$ cat config.mk
export PLATFORM = sky130hd
export DESIGN_NAME = name_decoder
export DESIGN_NICKNAME = d
export VERILOG_FILES = /design/src/rtl/name_pkg.sv /design/src/rtl/name_rom.sv /design/src/rtl/name_decoder.sv
export SDC_FILE = /design/constraint.sdc
export NUM_CORES = 1
export LEC_CHECK = 0
export CAP_MARGIN = 40
export CORE_ASPECT_RATIO = 1.2
export CORE_MARGIN = 3
export CORE_UTILIZATION = 52
export DETAILED_ROUTE_END_ITERATION = 8
export HOLD_SLACK_MARGIN = 0.02
export PLACE_DENSITY = 0.84
export SLEW_MARGIN = 40
export SYNTH_ARGS = -nofsm -noshare
export SYNTH_HDL_FRONTEND = slang
export SYNTH_HIERARCHICAL = 1
export SYNTH_SLANG_ARGS = --single-unit
$ cat constraint.sdc
create_clock -name CLK -period 3.75 [get_ports CLK]
set_input_delay 0.9375 -clock CLK [delete_from_list [all_inputs] [get_ports CLK]]
set_output_delay 0.9375 -clock CLK [all_outputs]
set_load 0.01 [all_outputs]
$ cat src/rtl/name_pkg.sv
// Shared constants for the name sequence checker: the expected character table,
// the restart character and the one-hot ring encodings used on restart.
package name_pkg;

  localparam int NAME_LEN = 18;
  localparam int CHAR_W   = 7;
  localparam int IDX_W    = 5;

  // Entry 0 is the leftmost element, so NAME_TABLE[i] is character i of "Ramandeep Chumber ".
  localparam logic [0:NAME_LEN-1][CHAR_W-1:0] NAME_TABLE = {
    7'h52, 7'h61, 7'h6D, 7'h61, 7'h6E, 7'h64,
    7'h65, 7'h65, 7'h70, 7'h20, 7'h43, 7'h68,
    7'h75, 7'h6D, 7'h62, 7'h65, 7'h72, 7'h20
  };

  localparam logic [CHAR_W-1:0] CHAR_R = 7'h52;

  localparam logic [IDX_W-1:0] LAST_IDX = IDX_W'(NAME_LEN - 1);

  function automatic logic [0:NAME_LEN-1] onehot_pos(input logic [IDX_W-1:0] i);
    logic [0:NAME_LEN-1] v;
    v = '0;
    for (int k = 0; k < NAME_LEN; k++) begin
      if (i == IDX_W'(k)) v[k] = 1'b1;
    end
    return v;
  endfunction

endpackage

$ cat src/rtl/name_rom.sv
// Combinational lookup of the character expected at a given sequence position.
// Unused addresses return zero.
module name_rom
  import name_pkg::*;
(
  input  logic [IDX_W-1:0]  idx,
  output logic [CHAR_W-1:0] char_out
);

  always_comb begin
    char_out = '0;
    for (int i = 0; i < NAME_LEN; i++) begin
      if (idx == IDX_W'(i)) char_out = NAME_TABLE[i];
    end
  end

endmodule

$ cat src/rtl/name_decoder.sv
// Checks an incoming character stream against the fixed name sequence, tracking the
// expected position as a one-hot ring and counting complete names.
module name_decoder
  import name_pkg::*;
#(
  parameter int CNT_W = 8
) (
  input  logic                CLK,
  input  logic                RST,
  input  logic [CHAR_W-1:0]   char_in,
  input  logic                char_valid,
  output logic [0:NAME_LEN-1] pos,
  output logic [IDX_W-1:0]    idx,
  output logic                match,
  output logic                err,
  output logic [CNT_W-1:0]    name_count
);

  logic [CHAR_W-1:0]   exp_char;
  logic [0:NAME_LEN-1] pos_next;
  logic [IDX_W-1:0]    idx_next;
  logic                match_next;
  logic                err_next;
  logic [CNT_W-1:0]    count_next;

  name_rom u_rom (
    .idx      (idx),
    .char_out (exp_char)
  );

  always_comb begin
    pos_next   = pos;
    idx_next   = idx;
    match_next = 1'b0;
    err_next   = 1'b0;
    count_next = name_count;
    if (char_valid) begin
      if (char_in == exp_char) begin
        if (idx == LAST_IDX) begin
          pos_next   = onehot_pos('0);
          idx_next   = '0;
          match_next = 1'b1;
          if (name_count != {CNT_W{1'b1}}) count_next = name_count + 1'b1;
        end else begin
          // Ring rotation: the token moves from position i to i+1.
          pos_next = {pos[NAME_LEN-1], pos[0:NAME_LEN-2]};
          idx_next = idx + 1'b1;
        end
      end else begin
        // Naive restart: only a fresh 'R' is treated as the start of a new name.
        err_next = 1'b1;
        if (char_in == CHAR_R) begin
          pos_next = onehot_pos(IDX_W'(1));
          idx_next = IDX_W'(1);
        end else begin
          pos_next = onehot_pos('0);
          idx_next = '0;
        end
      end
    end
  end

  always_ff @(posedge CLK or posedge RST) begin
    if (RST) begin
      pos        <= onehot_pos('0);
      idx        <= '0;
      match      <= 1'b0;
      err        <= 1'b0;
      name_count <= '0;
    end else begin
      pos        <= pos_next;
      idx        <= idx_next;
      match      <= match_next;
      err        <= err_next;
      name_count <= count_next;
    end
  end

endmodule

## Word level (Yosys, flattened, before mapping)

Index checks and enable logic that the tools add are counted.

| word-level totals | value |
|---|---|
| flip-flop bits (word level) | 33 |
| bits of input ports | 10 |
| output and inout port bits | 33 |
| logic and storage cells | 58 |

| cells by class | value |
|---|---|
| add/sub/neg operators | 2 |
| equal/unequal tests | 20 |
| mux-type cells | 29 |
| reductions and logical operators | 2 |

Operators with widths:

| operator | count |
|---|---|
| 7-bit 2-to-1 mux | 18 |
| 18-bit 2-to-1 mux | 3 |
| 5-bit by 4-bit equality test with 1-bit output (second input constant) | 8 |
| 5-bit by 3-bit equality test with 1-bit output (second input constant) | 4 |
| 5-bit by 2-bit equality test with 1-bit output (second input constant) | 2 |
| 5-bit equality test (second input constant) | 2 |
| 5-bit 2-to-1 mux | 2 |
| 8-bit by 1-bit adder with 8-bit output (second input constant) | 1 |
| 8-bit inequality test (second input constant) | 1 |
| 7-bit equality test | 1 |
| 7-bit equality test (second input constant) | 1 |
| 1-bit 2-to-1 mux | 6 |
| 5-bit by 1-bit adder with 5-bit output (second input constant) | 1 |
| 5-bit by 1-bit equality test with 1-bit output (second input constant) | 1 |
| 5-bit logical NOT | 1 |
| 4-bit AND reduction | 1 |

## Longest topological paths before layout

Gate-level depths: netlist (run 1).

| logic depth | value |
|---|---|
| depth in word-level cells | 22 |
| depth in mapped cells | 10 |
| gate-level depth less buffers | 8 |

## Hierarchy

The synthesis (run 1) kept the hierarchy.

Modules (own cells, without submodules):

| module | times used | cells each | area each (um^2) | seq. area each (um^2) |
|---|---|---|---|---|
| name_decoder | 1 | 123 | 1,478.9 | 827.0 |
| name_rom | 1 | 33 | 214.0 | 0.0 |

## Least setup slack after synthesis (run 1)

No wires, ideal clock.

| path | value |
|---|---|
| path type | register -> register |
| from | reg idx[0] |
| to | reg name_count[1] |
| setup time | 0.125 ns |
| arrival time | 2.427 ns |
| required time | 3.625 ns |
| slack | 1.198 ns |
| cell stages (with the launch flop) | 9 |
| path buffers | 1 |
| clock period less this slack | 2.552 ns |
| cells stage by stage | dfrtp_1 -> buf_2 -> or3_1 -> a21oi_1 -> xor2_1 -> nor4_1 -> nand4_1 -> or4b_4 -> mux2_4 |

| on the way | value |
|---|---|
| elaborated cells between the ends (all ways) | 38 |
| those cells by class | eq/ne (18); mux (18); reduce/logical (2) |

RTL lines:

| what | RTL line | RTL |
|---|---|---|
| start: declaration | name_decoder.sv:13 | `output logic [IDX_W-1:0] idx,` |
| start signal: assignment | name_decoder.sv:72 | `idx <= idx_next;` |
| 5-bit by 1-bit equality test with 1-bit output | name_rom.sv:13 | `if (idx == IDX_W'(i)) char_out = NAME_TABLE[i];` |
| 7-bit 2-to-1 mux (16 in a row) | name_rom.sv:13 |  |
| 7-bit 2-to-1 mux * | name_rom.sv:13 |  |
| via exp_char[2] | name_decoder.sv:19 | `logic [CHAR_W-1:0] exp_char;` |
| 7-bit equality test * | name_decoder.sv:38 | `if (char_in == exp_char) begin` |
| 4-bit AND reduction (no line) * | - |  |
| end signal: assignment | name_decoder.sv:75 | `name_count <= count_next;` |
| end: declaration | name_decoder.sv:16 | `output logic [CNT_W-1:0] name_count` |

The timed path passes the listed nets; every way through them passes the cells marked *.
A chain may end at the register's enable or synchronous reset.

## Worst setup path after layout (run 1)

| path | value |
|---|---|
| from | reg idx[1] |
| to | reg name_count[1] |

| on the way | value |
|---|---|
| longest elaborated chain between the ends | 21 |
| elaborated cells between the ends (all ways) | 38 |
| those cells by class | eq/ne (18); mux (18); reduce/logical (2) |

Ends and longest elaborated chain:

| what | RTL line |
|---|---|
| 5-bit logical NOT | name_rom.sv:13 |
| 7-bit 2-to-1 mux (17 in a row) | name_rom.sv:13 |
| 7-bit 2-to-1 mux * | name_rom.sv:13 |
| via exp_char[6] | name_decoder.sv:19 |
| 7-bit equality test * | name_decoder.sv:38 |
| 4-bit AND reduction (no line) * | - |

Marked as above.

==> results of run 1 <==
==> state kept, by name (all words and copies together) (netlist names) <==
signal / cells
pos: 18
name_count: 8
idx: 5
err: 1
match: 1
==> cell type report <==
type                    count  area [sq um]
clock buffers               7          65.1
inverters                   7          26.3
fillers                   241           888
clock inverters             1          5.00
repair buffers             46           450
flip-flops and latches     33           827
multi-input cells         106           776
well taps                  36          45.0
==> cells in the final DEF, fill, tap and decap left out, types with 4 or more instances in the layout <==
master	instances
clkdlybuf4s50_1	42
dfrtp_1	32
a22o_1	18
xor2_1	11
nor3_1	8
nand2_1	7
xnor2_1	7
nand3_1	6
inv_1	5
a21oi_1	5
nor2_1	5
clkbuf_4	5
nor2b_1	4
buf_4	4
==> cells by family (layout without fill, tap and decap cells) <==
kind of cell | after synthesis | in the layout | synth area share (%)
and+or+nand+nor | 48 | 48 | 16.7
xor gates and xnor gates | 18 | 18 | 9.31
adders and majority gates | 3 | 3 | 2.22
buffers and inverters | 17 | 61 | 5.32
AOI/OAI and AO/OA | 35 | 35 | 16.1
DFF | 33 | 33 | 48.9
muxes | 2 | 2 | 1.48
==> stage by stage <==
step	hold WS, ns	setup WS (ns)	instances	util, %
global route	0.534	0.806	236	71.2
detailed placement	0.479	0.689	228	68.9
CTS	0.499	0.981	236	71.2
floorplan	0.516	1.20	156	-
global placement	0.477	0.804	228	68.9
finish	0.503	0.953	236	71.2
==> cell usage after synthesis (2+ instances only) <==
cell,number
a21o_1,3
a21oi_1,5
a22o_1,18
buf_2,2
buf_6,3
clkbuf_1,4
dfrtp_1,32
ha_1,3
inv_1,6
nand2_1,7
nand2b_1,2
nand3_1,6
nor2_1,5
nor2b_1,4
nor3_1,8
nor4_1,3
o21ai_0,2
o22ai_1,2
or3_1,3
xnor2_1,7
xor2_1,11
==> worst max-delay path: stages, from the launching register on <==
cell and delay, ns:
dfrtp_1 0.67, nor2_1 0.12, a21o_1 0.20, a21oi_1 0.21, xor2_1 0.10, nor4_1 0.31, nand4_1 0.19, or4b_4 0.57
mux2_4 0.31
==> worst paths after layout <==
kind	startpoint	endpoint	slack (ns)	depth (start not counted)
max in group asynchronous	RST	pos[12]	2.30	3
worst min-delay path	name_count[7]	name_count[7]	0.50	1
worst max register to register	idx[1]	name_count[1]	0.95	8
worst min register to register	name_count[7]	name_count[7]	0.50	1
worst max-delay path	idx[1]	name_count[1]	0.95	8
min in group asynchronous	RST	pos[2]	0.94	2
==> routing by layer <==
layer,track usage (%),wire (um),vias up
li1,-,-,647
met1,28.7,1770,673
met2,37.0,2020,41
met3,5.96,191,5
met4,8.12,45,0
met5,0,0,-
==> power breakdown <==
part / internal (mW) / switching (mW) / total [mW]
logic: 0.0167 / 0.0200 / 0.0367
registers: 0.357 / 0.00127 / 0.358
clock network: 0.109 / 0.116 / 0.224
total: 0.482 / 0.137 / 0.619
==> results.json, run 1 <==
{
  "async_flop_share_pct": 100,
  "critical_path_class": "reg -> reg",
  "setup_viol": 0,
  "via_per_inst": 5.79,
  "finalMaxSlewViolations": 0,
  "ys_seq_area_share_pct": 48.9,
  "clk_path_buf_depth": 2,
  "hpwl_um": 2880,
  "synth.distinct_cells": 41,
  "end_kind": "flop",
  "ctsHoldBuffers": 0,
  "timing.final.crit_share_pct": 74.6,
  "initial_utilization_pct": 54.9,
  "synth_warnings": 6,
  "drt_iter0_markers": 37,
  "drive_gt1_share_pct": 10.0,
  "cts.repair.resized": 0,
  "ir_drop_v": 0.000273,
  "slew_headroom_pct": 66.4,
  "syn_nets": 169,
  "synth_ff_type": "dfrtp_1",
  "grt.overflow.total": 0,
  "crit_fanout": 14,
  "synth_top_area_cell": "dfrtp_1",
  "finClkSkew_ns": 0.00693,
  "setup-tns-final_ns": 0,
  "port_buffers": 42,
  "core-area_sq_um": 3080,
  "fmax_mhz": 358,
  "synth-seq-cells": 33,
  "cts_tree": "yes",
  "rsz0062_at_grt": "no",
  "grt_antenna_before_repair": 0,
  "fp.dieH_um": 68.5,
  "drc": 0,
  "rows": 22,
  "grt_first_pass_wirelength_um": 6730,
  "drv_cap": 0,
  "first_global_vias": 1373,
  "status": "complete, no violations",
  "fin_nets": 212,
  "area_delta_synth_final_pct": 29.6,
  "vias": 1366,
  "worstMarginPinSlew_ns": 0.491,
  "power.density_nw_per_um2": 282,
  "dpl-instance-area_sq_um": 2120,
  "p_total_mw": 0.619,
  "post_drt_wl_per_cell_um": 17.1,
  "firstDrtPassIters": 4,
  "syn_inst": 156,
  "die-area_sq_um": 3980,
  "n_antenna_cell": 0,
  "htreeDepth": 2,
  "ant_nets": 0,
  "place_congestion": 0.824,
  "clkTransAtPathRegs_ns": 0.10,
  "hp-class": "reg -> reg",
  "routed_wl_um": 4030,
  "post_cts_buffers": 0,
  "min_period_ns": 2.80,
  "avgSynthCellArea_sq_um": 10.9,
  "cp-start-kind": "flop",
  "syn_area_sq_um": 1690,
  "grt_usage_pct": 22.5,
  "synth_edf_count": 0,
  "critPathArrivalTime_ns": 3.02,
  "critPathRequiredTime_ns": 3.97,
  "grt_max_degree": 25,
  "synth_top_area_share_pct": 47.3,
  "design_area_sq_um": 2190,
  "fp.dieW_um": 58.1,
  "synth_area_leaders": "dfrtp_1 (47%), a22o_1 (9.3%), xor2_1 (5.7%)",
  "cts.sinks": 33,
  "clock_latency_ns": 0.33,
  "leakage_nw": 0.975,
  "cts-root-buf": "clkbuf_4",
  "hold_viol": 0,
  "io_pins": 43,
  "cts_buffers": 5
}
No activity file was read; power rests on OpenSTA's default activity.
==> run 2, diff against run 1 <==
- CORE_UTILIZATION: 52 -> 44
- PLACE_DENSITY: 0.84 -> 0.76
- clock period: 3.75 -> 2.4 ns (I/O delays scaled with it)
==> results.json, run 2 (synthesized netlist as in run 1, its figures left out) <==
{
  "r2r.worst_path.cells": 9,
  "worstMarginPinSlew_ns": 0.413,
  "p_total_mw": 1.16,
  "slew_headroom_pct": 72.4,
  "grt_max_degree": 34,
  "design_area_sq_um": 2560,
  "die-area_sq_um": 4630,
  "fmax_mhz": 398,
  "cts.sinks": 33,
  "hp-class": "reg -> reg",
  "crit_fanout": 6,
  "power.density_nw_per_um2": 452,
  "hpwl_um": 3020,
  "slowest_stage": "or4b_4",
  "min_period_ns": 2.51,
  "crit_buf_inv": 1,
  "critPathRequiredTime_ns": 2.57,
  "setup_viol": 3,
  "critPathMaxStageDelay_ns": 0.59,
  "drc": 0,
  "finClkSkew_ns": 0.00983,
  "ir_drop_v": 0.000342,
  "hold_viol": 0,
  "dpl-instance-area_sq_um": 2260,
  "hold_end": "name_count[7]",
  "firstDrtPassIters": 4,
  "end_kind": "flop",
  "hold_path_startpoint": "name_count[7]",
  "p_comb_share_pct": 5.5,
  "io_pins": 43,
  "grt_usage_pct": 20.3,
  "routed_wl_um": 4680,
  "drive_gt1_share_pct": 27.6,
  "leakage_nw": 1.16,
  "n_antenna_cell": 0,
  "vias": 1521,
  "htreeDepth": 2,
  "grt.overflow.total": 0,
  "drt_iter0_markers": 85,
  "critical_path_class": "reg -> reg",
  "fp.dieH_um": 74.0,
  "largest_register": "pos",
  "cts_tree": "yes",
  "ctsHoldBuffers": 0,
  "critPathArrivalTime_ns": 2.69,
  "finalMaxSlewViolations": 0,
  "area_delta_synth_final_pct": 51.4,
  "path_cells": "buf_2 > nor3_2 > nor2_1 > a21oi_2 > xor2_1 > nor4_1 > nand4_1 > or4b_4 > mux2_4",
  "grt_first_pass_wirelength_um": 7290,
  "post_drt_wl_per_cell_um": 16.9,
  "drv_cap": 0,
  "crit_family": "simple AND/OR/NAND/NOR gates",
  "ant_nets": 0,
  "grt_antenna_before_repair": 0,
  "internal_power_mw": 0.926,
  "status": "finished with violations",
  "place_congestion": 0.863,
  "rows": 24,
  "largest_registers": "pos (18), name_count (8), idx (5)",
  "fin_nets": 237,
  "mostFrequentLayoutCell": "clkdlybuf4s50_1",
  "largest_reg_flops": 18,
  "cts-root-buf": "clkbuf_8",
  "timing.final.crit_share_pct": 105,
  "fp.dieW_um": 62.6,
  "hold_depth": 1,
  "clk_path_buf_depth": 2,
  "clock_latency_ns": 0.29,
  "cts_buffers": 5,
  "cp-start-kind": "flop",
  "regToRegStartpoint": "idx[1]",
  "worstReg2RegEnd": "name_count[1]",
  "power.net_switching_mw": 0.233,
  "violations": "setup timing",
  "initial_utilization_pct": 46.2,
  "pwr-share-clk_pct": 46.3,
  "seq_power_share_pct": 48.2,
  "first_global_vias": 1564,
  "rrSetupSlack_ns": -0.11,
  "port_buffers": 42,
  "via_per_inst": 5.49,
  "core-area_sq_um": 3660,
  "clkTransAtPathRegs_ns": 0.07,
  "nFillCells": 277,
  "layout_common_cells": "clkdlybuf4s50_1 (42), dfrtp_1 (27), buf_4 (24), a22o_1 (18), xor2_1 (11)",
  "fin_ws_ns": -0.113,
  "p_sw_share_pct": 20.1,
  "rsz0062_at_grt": "yes"
}
[run 2: how the worst max path moves through the flow]
stage / slack (ns) / cells after the start / from / endpoint
after floorplan: -0.12 / 8 / idx[3] / name_count[1]
after global placement: -0.20 / 6 / char_in[6] / name_count[1]
after detailed placement: -0.22 / 6 / char_in[6] / name_count[1]
after CTS: -0.08 / 7 / idx[3] / name_count[1]
after global routing: -0.23 / 9 / idx[1] / name_count[1]
final: -0.11 / 9 / idx[1] / name_count[1]
[run 2: power groups by stage]
stage	logic, mW	registers [mW]	clock network, mW
after floorplan	0.0278	0.570	0
after global placement	0.0584	0.570	0
after detailed placement	0.0605	0.570	0
after CTS	0.0625	0.559	0.546
after global routing	0.0698	0.559	0.578
final	0.0640	0.559	0.537
[run 2: layout make-up]
| class | instances | area (sq um) | share of cell area (%) |
|---|---|---|---|
| multi-input combinational | 106 | 872 | 34.0 |
| sequential | 33 | 833 | 32.5 |
| timing repair buffer | 71 | 651 | 25.4 |
| clock buffer | 7 | 86.3 | 3.37 |
| tap | 52 | 65.1 | 2.54 |
| clock inverter | 1 | 30.0 | 1.17 |
| inverter | 7 | 26.3 | 1.02 |
[run 2: metal layers]
metal | GRT usage, % | vias to the layer above | part of all wire (%)
met5 | 0 | - | 0
met4 | 12.7 | 0 | 3.4
met3 | 5.74 | 15 | 5.5
met2 | 35.1 | 63 | 52
met1 | 22.5 | 744 | 39
li1 | - | 699 | -
[run 2: metrics by stage]
step | worst slack [ns] | util [%] | hold slack, ns | cells | setup TNS, ns
after floorplan | -0.122 | - | 0.516 | 156 | -0.122
after global placement | -0.200 | 61.8 | 0.477 | 259 | -0.655
after detailed placement | -0.222 | 61.8 | 0.485 | 259 | -1.70
after CTS | -0.0830 | 67.1 | 0.496 | 274 | -0.194
after global routing | -0.233 | 70.0 | 0.517 | 277 | -2.71
final | -0.113 | 70.0 | 0.496 | 277 | -0.236
[run 2: what timing repair did]
item	in CTS	in global routing
pin swaps	4	7
endpoints found under the setup margin	26	30
setup buffers	7	3
resized for setup	8	17
